$ cat config.mk
export PLATFORM = sky130hd
export DESIGN_NAME = frame_tick_gen
export DESIGN_NICKNAME = d
export VERILOG_FILES = /design/src/rtl/frame_tick_pkg.sv /design/src/rtl/frame_tick_channel.sv /design/src/rtl/frame_tick_gen.sv
export SDC_FILE = /design/constraint.sdc
export NUM_CORES = 1
export LEC_CHECK = 0
export BUFFER_PORTS_ARGS = -buffer_cell sky130_fd_sc_hd__buf_4
export CAP_MARGIN = 10
export CORE_UTILIZATION = 34
export DETAILED_ROUTE_END_ITERATION = 16
export PLACE_DENSITY = 0.6
export SYNTH_ARGS = -nofsm -noshare
export SYNTH_HDL_FRONTEND = slang
export SYNTH_SLANG_ARGS = --single-unit
$ cat constraint.sdc
create_clock -name clock -period 2.78 [get_ports clock]
set_clock_uncertainty 0.2 [all_clocks]
set_input_delay 0.278 -clock clock [delete_from_list [all_inputs] [get_ports clock]]
set_output_delay 0.278 -clock clock [all_outputs]
set_load 0.01 [all_outputs]
$ cat src/rtl/frame_tick_pkg.sv
// rtl/frame_tick_pkg.sv - shared constants and types for the frame tick generator
package frame_tick_pkg;

  // Reload values for 60 Hz and 30 Hz frames from a 50 MHz clock
  localparam int RATE_60HZ_50MHZ = 833332;
  localparam int RATE_30HZ_50MHZ = 1666666;

  typedef enum logic [1:0] {
    CH_HOLD,
    CH_COUNT,
    CH_TICK
  } ch_action_e;

  function automatic int ch_w(input int channels);
    return (channels > 1) ? $clog2(channels) : 1;
  endfunction

endpackage

$ cat src/rtl/frame_tick_channel.sv
// rtl/frame_tick_channel.sv - one tick channel: rate, down-counter, frame index, pending, overrun
// Optional overrun tracking is built when FRAME_TICK_OVERRUN_EN is defined.
module frame_tick_channel
  import frame_tick_pkg::*;
#(
  parameter int CNT_W        = 23,
  parameter int IDX_W        = 8,
  parameter int DEFAULT_RATE = 0
) (
  input  logic             clock,
  input  logic             reset,
  input  logic             run,
  input  logic             ack,
  input  logic             wr_en,
  input  logic [CNT_W-1:0] wr_rate,
  output logic             tick,
  output logic             pending,
  output logic             overrun,
  output logic [IDX_W-1:0] frame_idx
);

  logic [CNT_W-1:0] rate_q, rate_d, cnt_q, cnt_d, rate_eff;
  logic [IDX_W-1:0] idx_q, idx_d;
  logic             tick_q, tick_d, pending_q, pending_d;
  ch_action_e       action;

  always_comb begin
    rate_eff = wr_en ? wr_rate : rate_q;
    rate_d   = rate_eff;
    cnt_d    = cnt_q;
    idx_d    = idx_q;
    tick_d   = 1'b0;
    if (!run)                action = CH_HOLD;
    else if (cnt_q == '0)    action = CH_TICK;
    else                     action = CH_COUNT;
    case (action)
      CH_HOLD:  cnt_d = rate_eff;
      CH_COUNT: cnt_d = cnt_q - CNT_W'(1);
      CH_TICK: begin
        tick_d = 1'b1;
        cnt_d  = rate_eff;
        idx_d  = idx_q + IDX_W'(1);
      end
      default:  cnt_d = rate_eff;
    endcase
    // A new tick outranks a simultaneous ack
    pending_d = tick_d | (pending_q & ~ack);
  end

  always_ff @(posedge clock) begin
    if (reset) begin
      rate_q    <= CNT_W'(DEFAULT_RATE);
      cnt_q     <= CNT_W'(DEFAULT_RATE);
      idx_q     <= '0;
      tick_q    <= 1'b0;
      pending_q <= 1'b0;
    end else begin
      rate_q    <= rate_d;
      cnt_q     <= cnt_d;
      idx_q     <= idx_d;
      tick_q    <= tick_d;
      pending_q <= pending_d;
    end
  end

`ifdef FRAME_TICK_OVERRUN_EN
  logic overrun_q, overrun_d;

  always_comb begin
    overrun_d = (tick_d & pending_q & ~ack) | (overrun_q & ~wr_en);
  end

  always_ff @(posedge clock) begin
    if (reset) overrun_q <= 1'b0;
    else       overrun_q <= overrun_d;
  end

  assign overrun = overrun_q;
`else
  assign overrun = 1'b0;
`endif

  assign tick      = tick_q;
  assign pending   = pending_q;
  assign frame_idx = idx_q;

endmodule

$ cat src/rtl/frame_tick_gen.sv
// rtl/frame_tick_gen.sv - multi-channel programmable frame tick generator
// Overrun flags are built only when FRAME_TICK_OVERRUN_EN is defined.
module frame_tick_gen
  import frame_tick_pkg::*;
#(
  parameter int CHANNELS     = 4,
  parameter int CNT_W        = 23,
  parameter int IDX_W        = 8,
  parameter int DEFAULT_RATE = 0
) (
  input  logic                      clock,
  input  logic                      reset,
  input  logic                      cfg_we,
  input  logic [ch_w(CHANNELS)-1:0] cfg_ch,
  input  logic [CNT_W-1:0]          cfg_rate,
  input  logic [CHANNELS-1:0]       run,
  input  logic [CHANNELS-1:0]       ack,
  output logic [CHANNELS-1:0]       tick,
  output logic [CHANNELS-1:0]       pending,
  output logic [CHANNELS*IDX_W-1:0] frame_idx,
  output logic [CHANNELS-1:0]       overrun
);

  logic [CHANNELS-1:0] wr_en;

  for (genvar i = 0; i < CHANNELS; i++) begin : g_ch
    // Channel numbers at or above CHANNELS never match, so such writes are dropped
    assign wr_en[i] = cfg_we && (int'(cfg_ch) == i);

    frame_tick_channel #(
      .CNT_W       (CNT_W),
      .IDX_W       (IDX_W),
      .DEFAULT_RATE(DEFAULT_RATE)
    ) u_ch (
      .clock    (clock),
      .reset    (reset),
      .run      (run[i]),
      .ack      (ack[i]),
      .wr_en    (wr_en[i]),
      .wr_rate  (cfg_rate),
      .tick     (tick[i]),
      .pending  (pending[i]),
      .overrun  (overrun[i]),
      .frame_idx(frame_idx[i*IDX_W +: IDX_W])
    );
  end

endmodule

Word level (Yosys, flattened, before mapping) --
Cells that the tools add are included.
Word-level totals: register bits 224, word-level logic and storage cells 80
Operators by class: add/subtract/negate cells 8, equality and inequality tests 11, multiplexer cells 20, bitwise operators 12, reductions and logical operators 9
Operators by type and width (count):
- 23-bit 2-to-1 mux | 8
- 23-bit logical NOT | 4
- 23-bit by 1-bit subtractor with 23-bit output, second input constant | 4
- 8-bit by 1-bit adder with 8-bit output, second input constant | 4
- 2-bit 2-to-1 mux | 8
- 2-bit == test, second input constant | 6
- 2-bit by 1-bit == test with 1-bit output, second input constant | 5
- 1-bit bitwise AND | 4
- 1-bit logical AND | 4
- 1-bit 2-to-1 mux | 4
- 1-bit NOT | 4
- 1-bit bitwise OR | 4
- 2-bit logical NOT | 1

Logic depth before layout (Yosys ltp) --
Gate-level depths: netlist of the first run.
word-level depth 6, mapped depth 9, gate-level depth less buffers 7

By module --
A second synthesis of the first run with hierarchy kept.
Unflattened totals: cell total of the unflattened synthesis 1157, area, all modules 10899.2 sq um
Modules (own cells, without submodules):
- frame_tick_channel (g_ch[0].u_ch ...) | times used 3, cells each 290, area an instance 2730.1 sq um, sequential area each 1121.1 sq um
- frame_tick_channel (g_ch[3].u_ch) | times used 1, cells each 283, area an instance 2671.3 sq um, sequential area each 1121.1 sq um
- frame_tick_gen | times used 1, cells each 4, area an instance 37.5 sq um, sequential area each 0.0 sq um

Least setup slack after synthesis of the first run --
Ideal clock, no wire load.
path kind flip-flop to flip-flop, start point register g_ch[0].u_ch.cnt_q[17], end point register g_ch[0].u_ch.idx_q[4], setup time 0.070 ns, arrival 2.374 ns, data required time 2.510 ns, slack 0.135 ns, cell stages (with the launch flop) 8, period minus slack after synthesis 2.645 ns, path through dfxtp_1 or4_4 or4_4 buf_6 or3_1 clkbuf_2 or4_1 a21oi_1
Between the ends: word-level cells in the longest chain between the ends 4
RTL lines:
- start, declared | line frame_tick_channel.sv:22 | logic [CNT_W-1:0] rate_q, rate_d, cnt_q, cnt_d, rate_eff;
- start signal, assigned | line frame_tick_channel.sv:53 | cnt_q <= CNT_W'(DEFAULT_RATE);
- start signal, assigned | line frame_tick_channel.sv:59 | cnt_q <= cnt_d;
- 23-bit logical NOT | line frame_tick_channel.sv:34 | else if (cnt_q == '0) action = CH_TICK;
- 2-bit 2-to-1 mux | line frame_tick_channel.sv:34
- 2-bit 2-to-1 mux | line frame_tick_channel.sv:33 | if (!run) action = CH_HOLD;
- 2-bit == test | line frame_tick_channel.sv:36 | case (action)
- end signal, assigned | line frame_tick_channel.sv:60 | idx_q <= idx_d;
- end, declared | line frame_tick_channel.sv:23 | logic [IDX_W-1:0] idx_q, idx_d;
No other way between the ends. A chain may end at the register's enable or synchronous reset.

Final worst setup path of the first run --
start point register g_ch[0].u_ch.cnt_q[17], end point register g_ch[0].u_ch.idx_q[6]
Same word-level chain as after synthesis.

==> flow_summary.toml, run 1 <==
[run_status]
outcome = "finished, final reports clean"

[timing]
setup_tns_ns = 0
slew_viol_final = 0
rsz0062_at_grt = "false"
min_period_ns = 2.66
worstMarginPinSlew_ns = 0.800
slew_headroom_pct = 46.7
setup_viol = 0
hold_viol = 0
period_share_pct = 95.9
clock.fmax_mhz = 375

[cells_and_area]
stdcell_area_um2 = 11600
final_net_count = 1290
syn2layout_area_growth_pct = 22.0
n_fill_cell = 2757
antenna-diode-count = 0
multi_input_area_um2 = 4690
post-route-util_pct = 42.7
register_area_um2 = 4480
drive_above_1_share_pct = 12.3

[clocking]
clkTransAtPathRegs_ns = 0.06
cts_buffers = 26
clk_latency_ns = 0.52
cts_tree = "yes"
htreeDepth = 1
cts.sinks = 224
cts-root-buf = "clkbuf_16"
postCtsSetupBuffers = 0
cts.path.max_buffers = 3

[flow_run]
maxCapViolations = 0

[placement]
io_buffer_count = 75
routabilityCongestion = 0.793
dp_hpwl_um = 16800
placed_cell_area_um2 = 10500

[worst_setup_path]
crit_required_ns = 3.03
r2r-start = "g_ch[0].u_ch.cnt_q[17]"
worstReg2RegEnd = "g_ch[0].u_ch.frame_idx[6]"
arrival_ns = 2.91
crit_buf_inv = 0
worst-r2r-setup-slack_ns = 0.12
worstSetupEndpointType = "flop"
crit_path_start_kind = "flop"
critPathMaxStageDelay_ns = 0.55
path_common_cell = "or4_4"
cp_cell_sequence = "or4_4 -> or4_4 -> or4_4 -> or3_1 -> a21oi_1"
crit_path_max_fanout = 8
path_delay_family = "simple AND/OR/NAND/NOR gates"
cp_slowest_cell = "or4_4"
reg2reg_depth = 5
crit_type = "flop to flop"

[logic_synthesis]
ys_seq_area_share_pct = 47.1
synth_area_leader_cell = "dfxtp_1"
async_flop_share_pct = 0
synth_edf_count = 0
yosysTopAreaCellShare_pct = 47.1
synthDistinctLibCells = 55
ys_ff_latch = 224
synth_area_leaders = "dfxtp_1 (47%), nand2_1 (9.0%), a21oi_1 (7.3%)"
synthCells = 1139
synth_warnings = 0
synthesis.area_per_instance_um2 = 8.36
synth.cell_area_um2 = 9520
synth_ff_type = "dfxtp_1"

[global_routing]
grtUsageMet1_pct = 24.6
first_global_vias = 7511
use_met2_pct = 26.8
grt_pass1_wl_um = 39500
track_usage_pct = 17.2
antenna_found_initial = 1
overflow = 0
busiest_layer = "met2"
grt_max_degree = 84
groute.layer.met3.usage_pct = 2.78

[drt]
viasPerCell = 4.99
wire_per_inst_um = 15.4
drc = 0
first_iter_violations = 526
ant_nets = 0
drt_wl_total_um = 25000
firstDrtPassIters = 5
vias = 8134

[floorplan]
rows = 60
dieWidth_um = 169
pin_count = 80
initial_core_util_pct = 35.0
die-area_um2 = 28700
die_height_um = 169
core_um2 = 27200

[hold_path]
whs_endpoint = "g_ch[3].u_ch.cnt_q[12]"
hold_depth = 4
hp-start = "run[3]"
hold_path_class = "primary input to flop"

[pwr]
ir_drop_uv = 320
powerDensity_nw_per_um2 = 679
power_leakage_nw = 4.33
==> timing repair <==
item,4_1_cts,5_1_grt
gates resized for setup,0,2
endpoints found under the hold margin,113,0
setup endpoints to repair,0,2
hold buffers,31,0
==> power by group <==
part           switching [W]  internal (W)  leakage (nW)  total [W]
clock network        0.00129       0.00182         0.378    0.00311
registers           0.000141       0.00339          1.83    0.00353
logic               0.000722      0.000530          2.12    0.00125
total                0.00215       0.00574          4.33    0.00789
==> sequential cells by signal (all words and copies together) (netlist names) <==
| name | count |
|---|---|
| g_ch.u_ch.cnt_q | 92 |
| g_ch.u_ch.rate_q | 92 |
| g_ch.u_ch.frame_idx | 32 |
| g_ch.u_ch.pending | 4 |
| g_ch.u_ch.tick | 4 |
==> worst max-delay path by stage <==
| stage | start | to | slack (ns) | depth (start not counted) |
|---|---|---|---|---|
| after CTS | g_ch[0].u_ch.cnt_q[17] | g_ch[0].u_ch.frame_idx[6] | 0.12 | 5 |
| after floorplan | g_ch[0].u_ch.cnt_q[17] | g_ch[0].u_ch.frame_idx[4] | 0.14 | 7 |
| after detailed placement | g_ch[0].u_ch.cnt_q[15] | g_ch[0].u_ch.frame_idx[6] | 0.13 | 5 |
| final | g_ch[0].u_ch.cnt_q[17] | g_ch[0].u_ch.frame_idx[6] | 0.12 | 5 |
| after global placement | g_ch[0].u_ch.cnt_q[15] | g_ch[0].u_ch.frame_idx[5] | 0.15 | 5 |
| after global routing | g_ch[0].u_ch.cnt_q[15] | g_ch[0].u_ch.frame_idx[4] | 0.02 | 5 |
==> layout make-up <==
class / instances / share of cell area (%)
multi-input combinational: 832 / 40.4
sequential: 224 / 38.6
timing repair buffer: 141 / 9.89
clock buffer: 39 / 6.38
tap: 372 / 4.01
inverter: 17 / 0.549
clock inverter: 5 / 0.215
==> cells by family after synthesis <==
group                    after synthesis  share of synthesized area [%]
AO/OA/AOI/OAI                        225                           14.4
multiplexers                           4                          0.421
adder cells (fa/ha/maj)               12                           1.58
other                                  1                         0.0394
AND/OR/NAND/NOR                      493                           23.9
XOR/XNOR                              94                           8.65
flip-flops                           224                           47.1
buffers and inverters                 86                           3.96
==> metal layers <==
layer | up-vias | wire length (um)
li1 | 4121 | -
met1 | 3804 | 12100
met2 | 172 | 11100
met3 | 35 | 1300
met4 | 2 | 500
met5 | - | 12
==> cell usage in the layout (no fill, tap or decap), types with 3 or more instances in the layout <==
cell           synthesis  routed
a21oi_1              139     139
a2bb2oi_1             16      16
a31oi_1                5       5
and2_1                 4       4
and3b_1                3       3
buf_4                 12     109
clkbuf_1              50      10
clkbuf_16              0      27
clkinv_2               0       5
conb_1                 1       4
dfxtp_1              224     224
dlygate4sd3_1          0      31
ha_1                  12      12
inv_1                 17      17
mux2i_1                4       4
nand2_1              229     229
nand2b_1               5       5
nand3_1               20      20
nand3b_1               5       5
nand4_1               13      13
nor2_1                99      98
nor3_1                30      30
nor3b_1                7       5
nor4_1                38      38
o21ai_0               10      10
o22a_1                14      14
o31a_1                 3       3
o31ai_1               21      21
o32a_1                 3       3
or3_1                 17      17
or4_1                  7       7
or4_4                  3       3
xnor2_1               62      62
xor2_1                32      32
==> through the flow <==
step | cells | setup slack, ns | total power (W) | hold WS (ns)
after floorplan | 1142 | 0.135 | 0.00442 | 0.168
after CTS | 1630 | 0.123 | 0.00797 | 0.0184
final | 1630 | 0.115 | 0.00789 | 0.0316
after global routing | 1630 | 0.0150 | 0.00827 | 0.0405
after global placement | 1555 | 0.149 | 0.00479 | 0.247
after detailed placement | 1555 | 0.133 | 0.00481 | 0.256
==> worst register-to-register path, delay by kind of cell, from the launching register on <==
family	cells	cell delay, ns
flops	1	0.32
simple gates	4	1.93
compound gates	1	0.15
==> cell usage after synthesis (2+ instances only) <==
cell type  count
nand2_1      229
dfxtp_1      224
a21oi_1      139
nor2_1        99
xnor2_1       62
clkbuf_1      50
nor4_1        38
xor2_1        32
nor3_1        30
o31ai_1       21
nand3_1       20
inv_1         17
or3_1         17
a2bb2oi_1     16
o22a_1        14
nand4_1       13
buf_4         12
ha_1          12
o21ai_0       10
nor3b_1        7
or4_1          7
a31oi_1        5
buf_1          5
nand2b_1       5
nand3b_1       5
and2_1         4
mux2i_1        4
and3b_1        3
o31a_1         3
o32a_1         3
or4_4          3
a22o_1         2
and3_1         2
and4_1         2
nor4b_1        2
o41ai_1        2
or3b_2         2
Power figures use the tool's default switching activity.
==> inputs of run 2 (changes only) <==
Settings changed: SLEW_MARGIN set to 20.
Clock period 2.78 ns to 2.3 ns, I/O delays scaled along.
==> flow_summary.toml, run 2 (same netlist as run 1, synthesis figures left out) <==
[flow_run]
maxCapViolations = 0

[worst_setup_path]
crit_buf_inv = 1
crit_path_start_kind = "flop"
cp_slowest_cell = "or4_4"
worst-r2r-setup-slack_ns = -0.16
arrival_ns = 2.72
worstReg2RegEnd = "g_ch[0].u_ch.frame_idx[3]"
crit_cells = 6
path_delay_family = "simple AND/OR/NAND/NOR gates"
crit_start = "g_ch[0].u_ch.cnt_q[17]"
crit_type = "flop to flop"
cp_cell_sequence = "or4_4 -> or4_4 -> or3_4 -> buf_6 -> or3_1 -> a21oi_2"
crit_path_max_fanout = 3
path_common_cell = "or4_4"
crit_path_end = "g_ch[0].u_ch.frame_idx[3]"
worstSetupEndpointType = "flop"
critPathMaxStageDelay_ns = 0.53
r2r-start = "g_ch[0].u_ch.cnt_q[17]"
reg2reg_depth = 6
crit_required_ns = 2.55

[timing]
rsz0062_at_grt = "true"
slew_viol_final = 0
hold_viol = 0
worstMarginPinSlew_ns = 0.552
setup_slack_ns = -0.163
min_period_ns = 2.46
period_share_pct = 107
setup_tns_ns = -1.94
slew_headroom_pct = 63.2
clock.fmax_mhz = 406
setup_viol = 28

[drt]
firstDrtPassIters = 5
ant_nets = 0
drt_wl_total_um = 25500
wire_per_inst_um = 15.3
vias = 8344
drc = 0
first_iter_violations = 390
viasPerCell = 5.00

[pwr]
power.total_w = 0.0101
power_leakage_nw = 4.60
powerDensity_nw_per_um2 = 829
ir_drop_uv = 594

[floorplan]
rows = 60
die-area_um2 = 28700
pin_count = 80
core_um2 = 27200
dieWidth_um = 169
initial_core_util_pct = 35.0
die_height_um = 169

[clocking]
cts-root-buf = "clkbuf_16"
clk_latency_ns = 0.53
htreeDepth = 1
clkTransAtPathRegs_ns = 0.06
cts.path.max_buffers = 3
cts_buffers = 25
cts.sinks = 224
cts_tree = "yes"

[hold_path]
hold_path_class = "primary input to flop"

[placement]
routabilityCongestion = 0.789
dp_hpwl_um = 17400
dp.cells = 1590
dp_slack_ns = -0.245
io_buffer_count = 75

[cells_and_area]
layout_common_cells = "nand2_1 (229), dfxtp_1 (222), buf_4 (140)"
n_fill_cell = 2741
final_common_cell = "nand2_1"
fin_cells = 1668
drive_above_1_share_pct = 17.8
syn2layout_area_growth_pct = 28.2
final_net_count = 1326

[run_status]
violations = "negative setup slack"
outcome = "finished, violations left"

[global_routing]
overflow = 0
first_global_vias = 7881
track_usage_pct = 17.8
grt_max_degree = 50
grt_pass1_wl_um = 41000
antenna_found_initial = 0
## run 2: cell types whose count changed in the layout (fill, tap and decap cells not counted), moves of 4 or more
cell,before,now
a21oi_1,139,130
a21oi_2,0,8
buf_4,109,140
clkbuf_1,10,2
clkbuf_8,2,12
nor4_1,38,32
nor4_2,0,6
or3_1,17,13
or3_4,0,4
## run 2: worst min path at each step
| stage | startpoint | end | slack (ns) | depth (start not counted) |
|---|---|---|---|---|
| after floorplan | run[0] | g_ch[0].u_ch.cnt_q[22] | 0.12 | 1 |
| after global placement | g_ch[3].u_ch.rate_q[19] | g_ch[3].u_ch.rate_q[19] | 0.25 | 2 |
| after detailed placement | g_ch[1].u_ch.rate_q[16] | g_ch[1].u_ch.rate_q[16] | 0.26 | 2 |
| after CTS | cfg_ch[0] | g_ch[0].u_ch.rate_q[3] | 0.09 | 5 |
| after global routing | cfg_ch[1] | g_ch[0].u_ch.rate_q[19] | 0.14 | 5 |
| final | cfg_ch[0] | g_ch[0].u_ch.rate_q[3] | 0.11 | 5 |
## run 2: power breakdown
group	leakage [nW]	internal (W)	switching, W
logic	2.34	0.000756	0.000932
clock network	0.437	0.00259	0.00158
registers	1.83	0.00410	0.000170
## run 2: metrics by stage
step / utilization [%] / instance area [um2] / hold slack (ns)
4_1_cts: 44.5 / 12100 / 0.0867
2_1_floorplan: - / 9600 / 0.120
5_1_grt: 44.9 / 12200 / 0.138
3_5_place_dp: 39.9 / 10800 / 0.255
6_report: 44.9 / 12200 / 0.106
3_3_place_gp: 39.9 / 10800 / 0.249
## run 2: area by class of cell
cell class / count / area [um2] / area share [%]
Clock buffer: 39 / 798 / 6.54
Antenna cell: 1 / 2.50 / 0.0205
Timing Repair Buffer: 178 / 1470 / 12.0
Sequential cell: 224 / 4490 / 36.7
Inverter: 17 / 63.8 / 0.523
Multi-Input combinational cell: 832 / 4850 / 39.7
Clock inverter: 5 / 78.8 / 0.646
Tap cell: 372 / 465 / 3.81
## run 2: tightest hold or removal path: stages
cell,delay (ns)
buf_4,0.13
nor3b_2,0.05
buf_4,0.21
nand2_1,0.09
a21oi_1,0.07
## run 2: what timing repair did
action	CTS	global route
pin swaps	3	4
hold buffers	32	0
endpoints found under the setup margin	52	64
resized for setup	9	24
hold endpoints to repair	164	0
setup buffers	0	1
## run 2: routing by layer
layer,global-route usage [%],wire length [um],up-vias
li1,-,-,4197
met1,24.8,12400,3966
met2,29.0,11600,155
met3,2.80,1100,26
met4,3.72,401,0
met5,0,0,-
